--- src/rtl/mc_ctrl.sv ---
// Multi-cycle sequencer for the npc core: fetch, decode, execute, memory, writeback,
// with illegal-opcode and bus-timeout traps, ebreak halt and a retire counter.
module mc_ctrl #(
    parameter int TIMEOUT = 255,
    parameter bit MDU_EN  = 1'b1,
    parameter int CNT_W   = 64
) (
    input  logic             clk,
    input  logic             rst_n,
    output logic             ifu_req_valid,
    input  logic             ifu_req_ready,
    input  logic             ifu_rsp_valid,
    input  logic [31:0]      ifu_rsp_inst,
    output logic             lsu_req_valid,
    input  logic             lsu_req_ready,
    output logic             lsu_req_we,
    input  logic             lsu_rsp_valid,
    input  logic             exu_done,
    output logic [31:0]      inst_reg,
    output logic             rf_we,
    output logic             pc_we,
    output logic             pc_sel_trap,
    output logic             trap_valid,
    output logic [3:0]       trap_cause,
    output logic             halt,
    output logic [CNT_W-1:0] retire_cnt,
    output logic [3:0]       state_o
);

    typedef enum logic [3:0] {
        S_IDLE       = 4'd0,
        S_FETCH_REQ  = 4'd1,
        S_FETCH_WAIT = 4'd2,
        S_DECODE     = 4'd3,
        S_EXEC       = 4'd4,
        S_MEM_REQ    = 4'd5,
        S_MEM_WAIT   = 4'd6,
        S_WB         = 4'd7,
        S_TRAP       = 4'd8,
        S_HALT       = 4'd9
    } state_t;

    localparam logic [6:0] OPC_LOAD      = 7'h03;
    localparam logic [6:0] OPC_LOAD_FP   = 7'h07;
    localparam logic [6:0] OPC_MISC_MEM  = 7'h0F;
    localparam logic [6:0] OPC_OP_IMM    = 7'h13;
    localparam logic [6:0] OPC_AUIPC     = 7'h17;
    localparam logic [6:0] OPC_OP_IMM_32 = 7'h1B;
    localparam logic [6:0] OPC_STORE     = 7'h23;
    localparam logic [6:0] OPC_STORE_FP  = 7'h27;
    localparam logic [6:0] OPC_AMO       = 7'h2F;
    localparam logic [6:0] OPC_OP        = 7'h33;
    localparam logic [6:0] OPC_LUI       = 7'h37;
    localparam logic [6:0] OPC_OP_32     = 7'h3B;
    localparam logic [6:0] OPC_MADD      = 7'h43;
    localparam logic [6:0] OPC_MSUB      = 7'h47;
    localparam logic [6:0] OPC_NMSUB     = 7'h4B;
    localparam logic [6:0] OPC_NMADD     = 7'h4F;
    localparam logic [6:0] OPC_OP_FP     = 7'h53;
    localparam logic [6:0] OPC_BRANCH    = 7'h63;
    localparam logic [6:0] OPC_JALR      = 7'h67;
    localparam logic [6:0] OPC_JAL       = 7'h6F;
    localparam logic [6:0] OPC_SYSTEM    = 7'h73;

    localparam int             WC_W    = (TIMEOUT > 2) ? $clog2(TIMEOUT) : 1;
    localparam logic [WC_W-1:0] WC_LAST = WC_W'(TIMEOUT - 1);

    state_t             state_q, state_d;
    logic [31:0]        inst_q, inst_d;
    logic [WC_W-1:0]    wait_cnt_q, wait_cnt_d;
    logic [3:0]         cause_q, cause_d;
    logic [CNT_W-1:0]   retire_q, retire_d;

    logic [6:0] opcode;
    logic       op_known, is_mop, illegal, is_ebreak, is_store, is_mem, writes_rd;
    logic       timed_out, in_wait_state;
    logic [3:0] mem_cause;

    assign opcode = inst_q[6:0];

    // Custom and reserved major opcodes fall through to the default and are illegal.
    always_comb begin
        op_known = 1'b0;
        case (opcode)
            OPC_LOAD, OPC_LOAD_FP, OPC_MISC_MEM, OPC_OP_IMM, OPC_AUIPC, OPC_OP_IMM_32,
            OPC_STORE, OPC_STORE_FP, OPC_AMO, OPC_OP, OPC_LUI, OPC_OP_32,
            OPC_MADD, OPC_MSUB, OPC_NMSUB, OPC_NMADD, OPC_OP_FP,
            OPC_BRANCH, OPC_JALR, OPC_JAL, OPC_SYSTEM: op_known = 1'b1;
            default:                                   op_known = 1'b0;
        endcase
    end

    assign is_mop    = ((opcode == OPC_OP) || (opcode == OPC_OP_32)) && (inst_q[31:25] == 7'b0000001);
    assign illegal   = (inst_q[1:0] != 2'b11) || !op_known || (is_mop && !MDU_EN);
    assign is_ebreak = (opcode == OPC_SYSTEM) && (inst_q[31:7] == 25'h0002000);
    assign is_store  = (opcode == OPC_STORE) || (opcode == OPC_STORE_FP);
    assign is_mem    = is_store || (opcode == OPC_LOAD) || (opcode == OPC_LOAD_FP) || (opcode == OPC_AMO);
    assign writes_rd = !(is_store || (opcode == OPC_BRANCH) || (opcode == OPC_MISC_MEM))
                       && (inst_q[11:7] != 5'd0);
    assign mem_cause = is_store ? 4'd7 : 4'd5;
    assign timed_out = (wait_cnt_q == WC_LAST);

    always_comb begin
        state_d  = state_q;
        inst_d   = inst_q;
        cause_d  = cause_q;
        retire_d = retire_q;
        case (state_q)
            S_IDLE:       state_d = S_FETCH_REQ;
            S_FETCH_REQ: begin
                if (ifu_req_ready) begin
                    state_d = S_FETCH_WAIT;
                end else if (timed_out) begin
                    state_d = S_TRAP;
                    cause_d = 4'd1;
                end
            end
            S_FETCH_WAIT: begin
                if (ifu_rsp_valid) begin
                    inst_d  = ifu_rsp_inst;
                    state_d = S_DECODE;
                end else if (timed_out) begin
                    state_d = S_TRAP;
                    cause_d = 4'd1;
                end
            end
            S_DECODE: begin
                if (illegal) begin
                    state_d = S_TRAP;
                    cause_d = 4'd2;
                end else if (is_ebreak) begin
                    state_d = S_HALT;
                end else begin
                    state_d = S_EXEC;
                end
            end
            S_EXEC: begin
                if (!(is_mop && MDU_EN) || exu_done) begin
                    state_d = is_mem ? S_MEM_REQ : S_WB;
                end
            end
            S_MEM_REQ: begin
                if (lsu_req_ready) begin
                    state_d = S_MEM_WAIT;
                end else if (timed_out) begin
                    state_d = S_TRAP;
                    cause_d = mem_cause;
                end
            end
            S_MEM_WAIT: begin
                if (lsu_rsp_valid) begin
                    state_d = S_WB;
                end else if (timed_out) begin
                    state_d = S_TRAP;
                    cause_d = mem_cause;
                end
            end
            S_WB: begin
                retire_d = retire_q + CNT_W'(1);
                state_d  = S_FETCH_REQ;
            end
            S_TRAP:       state_d = S_FETCH_REQ;
            S_HALT:       state_d = S_HALT;
            default:      state_d = S_IDLE;
        endcase
    end

    // Any state change restarts the bus wait counter; it only runs while parked in a bus state.
    assign in_wait_state = (state_d == S_FETCH_REQ) || (state_d == S_FETCH_WAIT)
                           || (state_d == S_MEM_REQ) || (state_d == S_MEM_WAIT);
    assign wait_cnt_d    = ((state_d == state_q) && in_wait_state) ? wait_cnt_q + WC_W'(1) : '0;

    always_ff @(posedge clk or negedge rst_n) begin
        if (!rst_n) begin
            state_q    <= S_IDLE;
            inst_q     <= '0;
            wait_cnt_q <= '0;
            cause_q    <= '0;
            retire_q   <= '0;
        end else begin
            state_q    <= state_d;
            inst_q     <= inst_d;
            wait_cnt_q <= wait_cnt_d;
            cause_q    <= cause_d;
            retire_q   <= retire_d;
        end
    end

    assign ifu_req_valid = (state_q == S_FETCH_REQ);
    assign lsu_req_valid = (state_q == S_MEM_REQ);
    assign lsu_req_we    = (state_q == S_MEM_REQ) && is_store;
    assign rf_we         = (state_q == S_WB) && writes_rd;
    assign pc_we         = (state_q == S_WB) || (state_q == S_TRAP);
    assign pc_sel_trap   = (state_q == S_TRAP);
    assign trap_valid    = (state_q == S_TRAP);
    assign trap_cause    = cause_q;
    assign halt          = (state_q == S_HALT);
    assign inst_reg      = inst_q;
    assign retire_cnt    = retire_q;
    assign state_o       = state_q;

endmodule

--- config.mk ---
export PLATFORM = sky130hd
export DESIGN_NAME = mc_ctrl
export DESIGN_NICKNAME = d
export VERILOG_FILES = /design/src/rtl/mc_ctrl.sv
export SDC_FILE = /design/constraint.sdc
export NUM_CORES = 1
export LEC_CHECK = 0
export BUFFER_PORTS_ARGS = -buffer_cell sky130_fd_sc_hd__clkbuf_2
export CAP_MARGIN = 20
export CORE_MARGIN = 1.5
export CORE_UTILIZATION = 40
export DETAILED_ROUTE_END_ITERATION = 10
export PLACE_DENSITY = 0.68
export SETUP_SLACK_MARGIN = 0.05
export SLEW_MARGIN = 10
export SYNTH_ARGS = -nofsm -noshare
export SYNTH_HDL_FRONTEND = slang
export SYNTH_SLANG_ARGS = --single-unit
--- constraint.sdc ---
create_clock -name clk -period 2.7 [get_ports clk]
set_clock_uncertainty 0.15 [all_clocks]
set_input_delay 0.81 -clock clk [delete_from_list [all_inputs] [get_ports clk]]
set_output_delay 0.81 -clock clk [all_outputs]
set_load 0.02 [all_outputs]
==> impl_metrics.py <==
metrics = {
    "drt": {
        "via_per_inst": 5.29,
        "first_pass_iters": 4,
        "drc": 0,
        "drtIter0Drc": 273,
        "routed_wl_um": 13000,
        "ant_nets": 0,
        "vias": 4488,
        "wl_per_cell_um": 15.3,
    },
    "yosys": {
        "synthAdderAreaFrac_pct": 0.689,
        "synth_area_mm2": 0.00545,
        "synth_cell_types": 55,
        "seq_area_frac_synth_pct": 51.0,
        "yosys_warnings": 0,
        "yosysTopAreaCell": "dfrtp_1",
        "synth_compound_area_share_pct": 5.33,
        "syn_inst": 504,
        "synth_mux_area_share_pct": 6.20,
        "async_flop_share_pct": 100,
        "synthSimpleGateAreaFrac_pct": 23.1,
        "yosysTopAreaCellShare_pct": 51.0,
        "synthXorXnorAreaFrac_pct": 11.2,
        "ys_dominant_reg_cell": "dfrtp_1",
        "synth_edf_count": 0,
        "syn_area_per_cell_um2": 10.8,
        "synth-seq-cells": 111,
        "synth_top_family_by_area": "simple AND/OR/NAND/NOR gates",
        "netlist_top_cells_area": "dfrtp_1 51%, mux2_2 6.2%, xor2_1 5.8%",
        "syn-num-nets": 546,
    },
    "timing": {
        "setup_viol": 0,
        "final.setup.tns_ns": 0,
        "rsz0062_at_grt": "yes",
        "fmax_mhz": 386,
        "finalMaxSlewViolations": 0,
        "finalCritPeriodShare_pct": 95.9,
        "worst_pin_slew_ns": 1.04,
        "hold_violations": 0,
        "period_needed_ns": 2.59,
        "slew_headroom_pct": 30.5,
    },
    "clock_network": {
        "cts_sinks": 111,
        "cts_made_buffers": 9,
        "clock_latency_ns": 0.35,
        "h-tree-depth": 3,
        "root_buffer": "clkbuf_16",
        "tritoncts": "built",
        "hold_buffers": 0,
        "clkTransAtPathRegs_ns": 0.07,
        "cts_max_path_buffers": 2,
    },
    "floorplan": {
        "row_count": 42,
        "die_w_um": 120,
        "initial_core_util_pct": 41.1,
        "coreArea_mm2": 0.0132,
        "die_h_um": 120,
        "dieArea_mm2": 0.0143,
        "ios": 151,
    },
    "setup_path": {
        "r2r_start": "state_o[1]$_DFF_PN0_",
        "cp_common_cell": "nand2b_1",
        "crit_chain": "nand2b_1 > nor3_2 > nand2b_1 > clkbuf_2",
        "crit_buf_inv": 1,
        "rrSetupSlack_ns": 0.25,
        "worstPathArrival_ns": 1.63,
        "critPathTopFamily": "simple AND/OR/NAND/NOR gates",
        "ff2ff_path_depth": 6,
        "cp_max_fo": 6,
        "crit_path_end_kind": "output port",
        "r2r-end": "wait_cnt_q[3]$_DFF_PN0_",
        "critPathLaunchType": "flip-flop",
        "worst_ep_required_time_ns": 1.74,
        "worst_path_max_delay_cell": "dfrtp_1",
        "path_class": "reg -> out",
        "cpPeakStageDelay_ns": 0.47,
    },
    "place": {
        "io_buffers": 149,
        "hpwlAfterDp_um": 9590,
        "placedInstanceArea_mm2": 0.00648,
        "gp_congestion": 0.819,
    },
    "pwr": {
        "p_leak_nw": 3.46,
        "pwr_density_cell_mw_per_mm2": 449,
        "ir_drop_mv": 0.255,
    },
    "hold_path": {
        "hold_class": "in -> async",
    },
    "global_route": {
        "grt_max_degree": 54,
        "overflow": 0,
        "grt_antenna_before_repair": 0,
        "grt_pass1_vias": 4405,
        "grt_pass1_wl_um": 21700,
        "groute.usage.overall_pct": 18.6,
    },
    "run": {
        "drv_cap": 0,
    },
    "layout": {
        "largest_reg_flops": 64,
        "stdcell_area_mm2": 0.00685,
        "nNetsFinal": 710,
        "areaGrowthSynthToFinish_pct": 25.8,
        "insertedDiodeCount": 0,
        "drive_above_1_share_pct": 35.7,
    },
    "status": {
        "status": "complete, no violations",
    },
}
-- power by group --
part           total, mW  switching (mW)  internal (mW)
registers           1.66        0.000542           1.66
logic             0.0754          0.0474         0.0280
clock network       1.34           0.610          0.725
-- worst max path at each step --
stage	depth (start not counted)	start	slack, ns	endpoint
final	4	state_o[2]$_DFF_PN0_	0.11	pc_we
after global routing	6	inst_reg[5]$_DFFE_PN0P_	0.04	rf_we
after CTS	6	inst_reg[3]$_DFFE_PN0P_	0.01	rf_we
after detailed placement	4	ifu_rsp_valid	0.18	wait_cnt_q[3]$_DFF_PN0_
after global placement	4	ifu_rsp_valid	0.26	wait_cnt_q[3]$_DFF_PN0_
after floorplan	5	state_o[0]$_DFF_PN0_	0.06	lsu_req_we
-- through the flow --
step	hold WS [ns]	util, %	std cells	total power, mW	setup slack, ns
2_1_floorplan	0.364	-	504	1.70	0.0553
3_3_place_gp	0.306	48.9	828	1.77	0.265
3_5_place_dp	0.327	48.9	828	1.77	0.182
4_1_cts	0.203	51.3	844	3.12	0.0118
5_1_grt	0.208	51.7	849	3.20	0.0376
6_report	0.205	51.7	849	3.07	0.112
-- metal layers --
metal | wire length, µm | global-route usage [%]
met2 | 6280 | 29.6
met3 | 815 | 5.28
met5 | 0 | 0
met4 | 55 | 3.50
met1 | 5820 | 25.7
-- layout by cell type (no fill, tap or decap), types with 4 or more instances in the layout --
master and instances:
o41ai_1 6, inv_1 15, nor3_1 24, clkbuf_2 147, nand4_1 22, and4_1 4
nand3_1 26, nor2_1 32, and3_1 9, nand2_1 45, dfrtp_2 4, nor3_2 4
dfrtp_1 107, nor4_1 9, nand2b_1 14, clkbuf_16 9, buf_4 18, mux2_2 30
nor2b_1 4, xnor2_1 32, xor2_1 36, a21oi_1 8
-- layout make-up --
| cell class | count | area (µm²) |
|---|---|---|
| Clock buffer | 10 | 229 |
| Clock inverter | 6 | 67.6 |
| Fill cell | 1184 | 6390 |
| Inverter | 15 | 56.3 |
| Multi-Input combinational cell | 363 | 2570 |
| Sequential cell | 111 | 2780 |
| Tap cell | 176 | 220 |
| Timing Repair Buffer | 168 | 922 |
-- synth_stat cells (2+ instances only) --
library cell and n:
or4_4 2, o31ai_1 3, a211oi_1 3, and2_1 3
nand3_1 26, ha_1 3, o41ai_1 6, nor2_1 33
nor2b_1 4, a21o_1 2, nand2_1 45, clkbuf_1 5
xnor2_1 32, nand4_2 2, nor4b_1 3, mux2_2 30
buf_2 8, a21oi_1 9, nand4_1 22, nor4_1 10
dfrtp_1 111, nor3_1 25, inv_1 15, o21ai_0 3
and3_1 9, and4b_1 2, nor4_4 3, xor2_1 36
nor3_2 3, nand3b_1 3, and4_1 4, buf_4 2
nand2b_1 15
-- worst reg2reg max path: stages (launching register included) --
cell and delay [ns]:
dfrtp_2 0.46, buf_4 0.16, buf_4 0.12, nor2b_1 0.05, a22o_1 0.26, a211oi_1 0.87, o31ai_1 0.21
-- cell families (layout without fill, tap and decap cells) --
logic type               after synthesis  count (layout)
AND/OR/NAND/NOR                      220             220
flip-flops                           111             111
XOR/XNOR                              69              69
AO/OA/AOI/OAI                         40              40
multiplexers                          30              30
buffers and inverters                 30             199
adder cells (fa/ha/maj)                3               3
other                                  1               1
-- repair_timing --
action,4_1_cts,5_1_grt
hold endpoints to repair,0,0
pin swaps,0,2
buffers inserted,0,5
gates resized for setup,2,10
endpoints found under the setup margin,2,3
Note: power is estimated with default switching activity, not from simulation.
